File: config.mk
export PLATFORM = sky130hd
export DESIGN_NAME = seg7_scan_driver_flat
export DESIGN_NICKNAME = d
export VERILOG_FILES = /design/src/rtl/seg7_pkg.sv /design/src/rtl/seg7_scan_driver_if.sv /design/src/rtl/bin2bcd_seq.sv /design/src/rtl/seg7_scan_driver.sv /design/src/flat_wrapper.sv
export SDC_FILE = /design/constraint.sdc
export NUM_CORES = 1
export LEC_CHECK = 0
export BUFFER_PORTS_ARGS = -buffer_cell sky130_fd_sc_hd__buf_2
export CORE_UTILIZATION = 35
export CTS_BUF_LIST = sky130_fd_sc_hd__clkbuf_8
export DETAILED_ROUTE_END_ITERATION = 8
export PLACE_DENSITY = 0.5
export SETUP_SLACK_MARGIN = 0.4
export SYNTH_ARGS = -nofsm -noshare
export SYNTH_HDL_FRONTEND = slang
export SYNTH_SLANG_ARGS = --single-unit
export TNS_END_PERCENT = 5
File: constraint.sdc
create_clock -name clock -period 3 [get_ports clock]
set_clock_uncertainty 0.2 [all_clocks]
set_input_delay 0.3 -clock clock [delete_from_list [all_inputs] [get_ports clock]]
set_output_delay 0.3 -clock clock [all_outputs]
set_load 0.05 [all_outputs]
File: src/rtl/seg7_pkg.sv
// rtl/seg7_pkg.sv - segment encodings, converter states and nibble decode for seg7_scan_driver
package seg7_pkg;

    localparam logic [6:0] SEG_0     = 7'b0000001;
    localparam logic [6:0] SEG_1     = 7'b1001111;
    localparam logic [6:0] SEG_2     = 7'b0010010;
    localparam logic [6:0] SEG_3     = 7'b0000110;
    localparam logic [6:0] SEG_4     = 7'b1001100;
    localparam logic [6:0] SEG_5     = 7'b0100100;
    localparam logic [6:0] SEG_6     = 7'b0100000;
    localparam logic [6:0] SEG_7     = 7'b0001111;
    localparam logic [6:0] SEG_8     = 7'b0000000;
    localparam logic [6:0] SEG_9     = 7'b0000100;
    localparam logic [6:0] SEG_DASH  = 7'b1111110;
    localparam logic [6:0] SEG_BLANK = 7'b1111111;

    // Non-BCD nibble code stored in the display register to mean "dash".
    localparam logic [3:0] NIB_DASH = 4'hA;

    typedef enum logic [1:0] {
        IDLE    = 2'd0,
        CONVERT = 2'd1,
        COMMIT  = 2'd2
    } conv_state_e;

    function automatic logic [6:0] nib_to_seg(input logic [3:0] nib);
        logic [6:0] seg;
        case (nib)
            4'd0:     seg = SEG_0;
            4'd1:     seg = SEG_1;
            4'd2:     seg = SEG_2;
            4'd3:     seg = SEG_3;
            4'd4:     seg = SEG_4;
            4'd5:     seg = SEG_5;
            4'd6:     seg = SEG_6;
            4'd7:     seg = SEG_7;
            4'd8:     seg = SEG_8;
            4'd9:     seg = SEG_9;
            NIB_DASH: seg = SEG_DASH;
            default:  seg = SEG_BLANK;
        endcase
        return seg;
    endfunction

endpackage

File: src/rtl/seg7_scan_driver_if.sv
// rtl/seg7_scan_driver_if.sv - valid/ready port carrying the binary temperature word
interface seg7_scan_driver_if #(
    parameter int DATA_W = 8
);
    logic [DATA_W-1:0] data_in;
    logic              data_valid;
    logic              data_ready;

    modport master (output data_in, output data_valid, input  data_ready);
    modport slave  (input  data_in, input  data_valid, output data_ready);
endinterface

File: src/rtl/bin2bcd_seq.sv
// rtl/bin2bcd_seq.sv - IDLE/CONVERT/COMMIT double-dabble sequencer with valid/ready intake
module bin2bcd_seq
    import seg7_pkg::*;
#(
    parameter int DATA_W = 8,
    parameter int DIGITS = 3
) (
    input  logic                clock,
    input  logic                reset,
    input  logic [DATA_W-1:0]   data_in,
    input  logic                data_valid,
    output logic                data_ready,
    output logic                commit,
    output logic [4*DIGITS-1:0] result
);

    localparam int CNT_W = (DATA_W > 1) ? $clog2(DATA_W) : 1;

    conv_state_e          state_q, state_d;
    logic [DATA_W-1:0]    bin_q, bin_d;
    logic [4*DIGITS-1:0]  bcd_q, bcd_d, bcd_adj;
    logic [CNT_W-1:0]     cnt_q, cnt_d;
    logic                 ovf_q, ovf_d;

    // A 1 leaving the top nibble means the value needs more than DIGITS digits.
    always_comb begin
        state_d    = state_q;
        bin_d      = bin_q;
        bcd_d      = bcd_q;
        cnt_d      = cnt_q;
        ovf_d      = ovf_q;
        bcd_adj    = bcd_q;
        data_ready = 1'b0;
        commit     = 1'b0;
        for (int i = 0; i < DIGITS; i++) begin
            if (bcd_q[4*i +: 4] >= 4'd5) begin
                bcd_adj[4*i +: 4] = bcd_q[4*i +: 4] + 4'd3;
            end
        end
        case (state_q)
            IDLE: begin
                data_ready = 1'b1;
                if (data_valid) begin
                    bin_d   = data_in;
                    bcd_d   = '0;
                    cnt_d   = '0;
                    ovf_d   = 1'b0;
                    state_d = CONVERT;
                end
            end
            CONVERT: begin
                bcd_d = {bcd_adj[4*DIGITS-2:0], bin_q[DATA_W-1]};
                bin_d = bin_q << 1;
                ovf_d = ovf_q | bcd_adj[4*DIGITS-1];
                cnt_d = cnt_q + 1'b1;
                if (cnt_q == CNT_W'(DATA_W - 1)) begin
                    state_d = COMMIT;
                end
            end
            COMMIT: begin
                commit  = 1'b1;
                state_d = IDLE;
            end
            default: state_d = IDLE;
        endcase
    end

    assign result = ovf_q ? {DIGITS{NIB_DASH}} : bcd_q;

    always_ff @(posedge clock or posedge reset) begin
        if (reset) begin
            state_q <= IDLE;
            bin_q   <= '0;
            bcd_q   <= '0;
            cnt_q   <= '0;
            ovf_q   <= 1'b0;
        end else begin
            state_q <= state_d;
            bin_q   <= bin_d;
            bcd_q   <= bcd_d;
            cnt_q   <= cnt_d;
            ovf_q   <= ovf_d;
        end
    end

endmodule

File: src/rtl/seg7_scan_driver.sv
// rtl/seg7_scan_driver.sv - BCD conversion plus counter-paced digit scan; SEG7_LZ_BLANK_EN blanks leading zeros
module seg7_scan_driver
    import seg7_pkg::*;
#(
    parameter int DATA_W      = 8,
    parameter int DIGITS      = 3,
    parameter int REFRESH_DIV = 50000
) (
    input  logic               clock,
    input  logic               reset,
    seg7_scan_driver_if.slave  in_if,
    output logic [6:0]         cathode,
    output logic [DIGITS-1:0]  anode
);

    localparam int IDX_W = (DIGITS > 1) ? $clog2(DIGITS) : 1;
    localparam int REF_W = $clog2(REFRESH_DIV);

    logic                 commit;
    logic [4*DIGITS-1:0]  result;
    logic [4*DIGITS-1:0]  disp_q, disp_d;
    logic [IDX_W-1:0]     idx_q, idx_d;
    logic [REF_W-1:0]     ref_q, ref_d;
    logic [6:0]           cathode_q, cathode_d;
    logic [DIGITS-1:0]    anode_q, anode_d;
    logic [DIGITS-1:0]    blank_mask;

    bin2bcd_seq #(
        .DATA_W (DATA_W),
        .DIGITS (DIGITS)
    ) u_bin2bcd (
        .clock      (clock),
        .reset      (reset),
        .data_in    (in_if.data_in),
        .data_valid (in_if.data_valid),
        .data_ready (in_if.data_ready),
        .commit     (commit),
        .result     (result)
    );

`ifdef SEG7_LZ_BLANK_EN
    logic lz_seen;
    // A digit above the ones place blanks while it and everything above it are zero.
    always_comb begin
        lz_seen    = 1'b0;
        blank_mask = '0;
        for (int i = DIGITS - 1; i > 0; i--) begin
            lz_seen       = lz_seen | (disp_q[4*i +: 4] != 4'd0);
            blank_mask[i] = ~lz_seen;
        end
    end
`else
    assign blank_mask = '0;
`endif

    always_comb begin
        disp_d    = commit ? result : disp_q;
        ref_d     = ref_q + 1'b1;
        idx_d     = idx_q;
        anode_d   = '1;
        cathode_d = SEG_BLANK;
        if (ref_q == REF_W'(REFRESH_DIV - 1)) begin
            ref_d = '0;
            idx_d = (idx_q == IDX_W'(DIGITS - 1)) ? '0 : idx_q + 1'b1;
        end
        for (int i = 0; i < DIGITS; i++) begin
            if (idx_q == IDX_W'(i)) begin
                anode_d[i] = 1'b0;
                cathode_d  = blank_mask[i] ? SEG_BLANK : nib_to_seg(disp_q[4*i +: 4]);
            end
        end
    end

    always_ff @(posedge clock or posedge reset) begin
        if (reset) begin
            disp_q    <= '0;
            idx_q     <= '0;
            ref_q     <= '0;
            cathode_q <= SEG_BLANK;
            anode_q   <= '1;
        end else begin
            disp_q    <= disp_d;
            idx_q     <= idx_d;
            ref_q     <= ref_d;
            cathode_q <= cathode_d;
            anode_q   <= anode_d;
        end
    end

    assign cathode = cathode_q;
    assign anode   = anode_q;

endmodule

File: src/flat_wrapper.sv
// flat-port wrapper written by rule: the top's interface ports become plain ports
module seg7_scan_driver_flat import seg7_pkg::*;
#(
    parameter int DATA_W      = 8,
    parameter int DIGITS      = 3,
    parameter int REFRESH_DIV = 50000
)
  (clock, reset, cathode, anode, in_if_data_in, in_if_data_valid, in_if_data_ready);
  seg7_scan_driver_if #(.DATA_W(DATA_W)) in_if_i ();
  input  logic clock;
  input  logic reset;
  output logic [6:0] cathode;
  output logic [DIGITS-1:0] anode;
  input wire logic [$bits(in_if_i.data_in)-1:0] in_if_data_in;
  input wire logic [$bits(in_if_i.data_valid)-1:0] in_if_data_valid;
  output wire logic [$bits(in_if_i.data_ready)-1:0] in_if_data_ready;
  assign in_if_i.data_in = in_if_data_in;
  assign in_if_i.data_valid = in_if_data_valid;
  assign in_if_data_ready = in_if_i.data_ready;
  seg7_scan_driver #(.DATA_W(DATA_W), .DIGITS(DIGITS), .REFRESH_DIV(REFRESH_DIV)) u_core (.clock(clock), .reset(reset), .in_if(in_if_i), .cathode(cathode), .anode(anode));
endmodule
; Yosys cells after proc, flatten, opt, wreduce, memory -nomap -nowiden
; Memory sizes are Yosys's and may differ from the RTL's.
; Index checks and enable logic that the tools add are counted.
[totals]
register_bits = 66
mem_bits_ro = 336
input_bits = 11
output_inout_bits = 11
elab_cells = 61
n_memories = 3
[op_classes]
n_addsub = 6
n_lt_le_gt_ge = 3
n_eq_ne = 8
n_mux = 25
bitwise_logic = 1
n_reduce_logical = 5
[mem_list]
columns = memory, depth, width, read_ports, rd_clocked_by_memory_dff, write_ports, line_no
row1 = (name not given), 16, 7, 1, 0, 0, seg7_pkg.sv:28  ; case (nib)
row2 = (name not given), 16, 7, 1, 0, 0, seg7_pkg.sv:28
row3 = (name not given), 16, 7, 1, 0, 0, seg7_pkg.sv:28
[op_table]
columns = op, n
row1 = 2-to-1 mux 12 bit, 2
row2 = one-hot mux 12 bit (2 select lines), 1
row3 = 2-to-1 mux 7 bit, 3
row4 = "adder 16 x 1 -> 16 bit, second input constant", 1
row5 = "equality test 16 bit, second input constant", 1
row6 = 2-to-1 mux 16 bit, 1
row7 = one-hot mux 8 bit (2 select lines), 1
row8 = "adder 4 x 2 -> 4 bit, second input constant", 3
row9 = ">= comparator 4 x 3 -> 1 bit, second input constant", 3
row10 = 2-to-1 mux 4 bit, 3
row11 = 2-to-1 mux 8 bit, 1
row12 = 2-to-1 mux 1 bit, 6
row13 = 2-to-1 mux 2 bit, 3
row14 = one-hot mux 3 bit (2 select lines), 1
row15 = "equality test 2 x 1 -> 1 bit, second input constant", 2
row16 = "equality test 2 bit, second input constant", 2
row17 = logical NOT 2 bit, 2
row18 = "inequality test 2 bit, second input constant", 2
row19 = one-hot mux 2 bit (2 select lines), 1
row20 = AND reduction 2 bit, 2
row21 = "adder 3 x 1 -> 3 bit, second input constant", 1
row22 = "equality test 3 bit, second input constant", 1
row23 = 2-to-1 mux 3 bit, 1
row24 = "adder 2 x 1 -> 2 bit, second input constant", 1
row25 = other kinds (3), 3

; Logic depth before layout (Yosys ltp)
[depth]
ltp_word = 4
mapped_depth = 6
ltp_nobuf = 6

; By module
; From an unflattened synthesis, not the netlist that was laid out.
[unflattened]
hier_cells = 375
hier_area_um2 = 3661.0
[by_module_without_submodules]
columns = mod, n_inst, cells_per_inst, area_per_inst_um2, seq_area_each_um2
row1 = seg7_scan_driver, 1, 224, 2189.6, 1013.5
row2 = bin2bcd_seq, 1, 151, 1471.4, 650.6

; Least setup slack after synthesis
; No wires, ideal clock.
[synth_timing]
path_kind = flip-flop to flip-flop
startpoint = reg u_core.ref_q[12]
endpoint = reg u_core.idx_q[0]
setup_time_ps = 125
arrival_ps = 2083
t_required_ps = 2675
setup_slack_ps = 592
path_stages_with_launch = 5
path_buffers = 0
period_less_slack_ps = 2408
cell_sequence = dfrtp_1 or4_1 or4_1 nor3_4 mux2_4
[synth_between]
elab_chain_cells = 1
[synth_lines]
columns = item, line_no
row1 = from (decl), seg7_scan_driver.sv:23  ; logic [REF_W-1:0] ref_q, ref_d;
row2 = from (signal assigned), seg7_scan_driver.sv:84  ; ref_q <= ref_d;
row3 = equality test 16 bit, seg7_scan_driver.sv:62  ; if (ref_q == REF_W'(REFRESH_DIV - 1)) begin
row4 = to (signal assigned), seg7_scan_driver.sv:83  ; idx_q <= idx_d;
row5 = to (decl), seg7_scan_driver.sv:22  ; logic [IDX_W-1:0] idx_q, idx_d;
; No other way between the ends.
; A chain may end at the register's enable or synchronous reset.

; Worst setup path after layout
; Ends and elaborated chain as after synthesis.

==> qor.csv <==
metric,value,unit
status,"finished, final reports clean",
wire length on met1,3.41,mm
port bufs,21,
TritonCTS clock tree,built,
RSZ-0062 raised after global routing,no,
CP Class,reg -> reg,
total grt overflow,0,
antenna cell count,0,
Psw,0.00140,W
Final Hold Fails,0,
Crit. Startpoint,u_core.ref_q[12],
worst r2r path cells,4,
HPWL Detailed,4.87,mm
worst r2r src,u_core.ref_q[12],
Initial Util,36.2,%
hold path startpoint,in_if_data_valid,
Tmin final,2.54,ns
Post-CTS Resized,0,
Pint,0.00221,W
Setup-failing EPs final,0,
First-pass DRT Iterations,4,
final worst-path cycle share,84.8,%
die width,103,um
Nets,431,
"Avg Cell Area, Syn",9.53,um2
post-route ant nets,0,
routed len/inst,12.7,um
Die H,103,um
"slowest stage delay, CP",0.57,ns
crit-path cells,"or4_1, or4_1, nor3_4, mux2_4",
most frequent cell after synthesis,dfrtp_1,
largest cells by area after synthesis,"dfrtp_1, ha_1, dfstp_2",
Post-Route WL,6.76,mm
Tightest Pin Transition,0.779,ns
Peak Freq,393,MHz
combinational share of power,36.5,%
post-synth cell types,47,
first-pass GRT wire length,12.0,mm
crit start category,flip-flop,
cell mode on critical path,or4_1,
Hold/Removal Path Class,in -> reg,
initial antenna violation count,0,
placed insts,513,
Die Area,0.0106,mm2
Post-Syn Instances,373,
CP endpoint,u_core.idx_q[0],
endpoint class of the critical path,flip-flop,
"FF+latch count, synth",66,
routed length on met3,175,um
clock network power share,22.5,%
via count,2621,
CTS sink cnt,66,
Max-slew headroom,48.1,%
IO Pins,22,
max-cap violations,0,
Tot GR Track Use,14.7,%
Pwr per Cell Area,892,mW/mm2
R2R Setup Slk,0.46,ns
sequential power share,41.0,%
Main synth FF type,dfrtp_1,
Max Root-Sink Buffers,2,
gpl congestion,0.802,
post-synth top area share,39.4,%
WL met2,3.05,mm
Post-synth EDFFs,0,
Core Region,0.00982,mm2
"Seq/Total Area, Yosys",46.8,%
crit path DAT,2.57,ns
Synthesized Nets,408,
Clock Latency Late Sink,0.34,ns
row count,36,
largest net degree at the start of global routing,29,
Final Core Density,41.2,%
layout cells sized above 1,15.5,%
Layout area overhead,13.8,%
drt initial violations,80,
CTS Buf Count,9,
CP required,3.02,ns
vias in the first global route,2544,
DR top layer,met4,
"Async S/R FF share, synth",100,%
Vias per Instance,4.91,
Remaining DRCs,0,
post-route setup TNS,0,ns
Worst-path clk slew,0.08,ns
post-synthesis cell area,0.00355,mm2
H-tree Lvls,3,
slowest CP cell,or4_1,
Root Buffer,clkbuf_8,
Peak VDD IR,410,uV
Post-Layout Cell Count,534,
Yosys warnings,0,
Sw Ratio,38.7,%
"Slew Viols, Final",0,
r2r endpoint,u_core.idx_q[0],
Leakage,1.83,nW
Synth area leader,dfrtp_1,
synth cell count leaders,"dfrtp_1, nand2_1, o21ai_0",
CP max FO,7,
## critical path: cells and delay by family, from the launching register on
family	cells	cell delay, ns
flops	1	0.43
mux	1	0.33
simple gates	3	1.47
## how the worst min path moves through the flow
stage,cells past startpoint,to
after floorplan,2,u_core.u_bin2bcd.bin_q[2]
after global placement,2,u_core.disp_q[8]
after detailed placement,2,u_core.disp_q[8]
after CTS,2,u_core.u_bin2bcd.bin_q[0]
after global routing,2,u_core.u_bin2bcd.bin_q[0]
final,2,u_core.u_bin2bcd.bin_q[0]
## per-layer routing
layer	track usage, %	vias to the layer above
met5	0	-
met2	23.4	35
li1	-	1339
met3	2.58	11
met1	19.5	1236
met4	6.83	0
## sequential cells by signal (all words and copies together), names as in the netlist
register,cells
u_core.u_bin2bcd.state_q,2
u_core.anode,3
u_core.u_bin2bcd.bcd_q,12
u_core.cathode,7
u_core.u_bin2bcd.ovf_q,1
u_core.idx_q,2
u_core.u_bin2bcd.cnt_q,3
u_core.u_bin2bcd.bin_q,8
u_core.ref_q,16
u_core.disp_q,12
## power by group through the flow
| stage | Sequential, W | Clock, W | Combinational (W) |
|---|---|---|---|
| global placement | 0.00149 | 0 | 0.00132 |
| finish | 0.00148 | 0.000812 | 0.00132 |
| global route | 0.00153 | 0.000882 | 0.00152 |
| CTS | 0.00148 | 0.000847 | 0.00134 |
| detailed placement | 0.00150 | 0 | 0.00134 |
| floorplan | 0.00145 | 0 | 0.00108 |
## cells in the final DEF, fill, tap and decap left out, types with 10 or more instances in the layout
master	instances
buf_2	21
nand2b_1	14
nor2_1	20
xor2_1	11
nand3_1	10
dfrtp_1	56
nor3_1	12
inv_1	21
a21oi_1	27
ha_1	24
dfstp_2	10
nand2_1	43
o21ai_0	35
## cell families after synthesis
| kind of cell | share of synthesized area (%) |
|---|---|
| XOR/XNOR | 4.68 |
| AO/OA/AOI/OAI | 15.2 |
| flip-flops | 46.8 |
| adder cells (fa/ha/maj) | 8.45 |
| AND/OR/NAND/NOR | 18.6 |
| multiplexers | 2.18 |
| buffers and inverters | 4.01 |
## stage by stage
step / hold slack, ns / total power, W / setup WS, ns / area (um2)
floorplan: 0.250 / 0.00253 / 0.592 / 3550
global placement: 0.204 / 0.00281 / 0.485 / 3780
detailed placement: 0.199 / 0.00284 / 0.475 / 3780
CTS: 0.131 / 0.00368 / 0.445 / 4020
global route: 0.162 / 0.00394 / 0.388 / 4050
finish: 0.143 / 0.00361 / 0.457 / 4050
## final cells by class
cell class / instances / area, um2
clock inverters: 7 / 95.1
well taps: 133 / 166
inverters: 21 / 78.8
multi-input cells: 269 / 1750
fillers: 1020 / 5770
clock buffers: 9 / 124
flip-flops and latches: 66 / 1660
repair buffers: 29 / 170
## what timing repair did
| item | CTS | global route |
|---|---|---|
| hold endpoints to repair | 19 | 0 |
| setup buffers | 0 | 3 |
| endpoints found under the setup margin | 0 | 1 |
| hold buffers | 2 | 0 |
(Power assumes the default switching activity.)
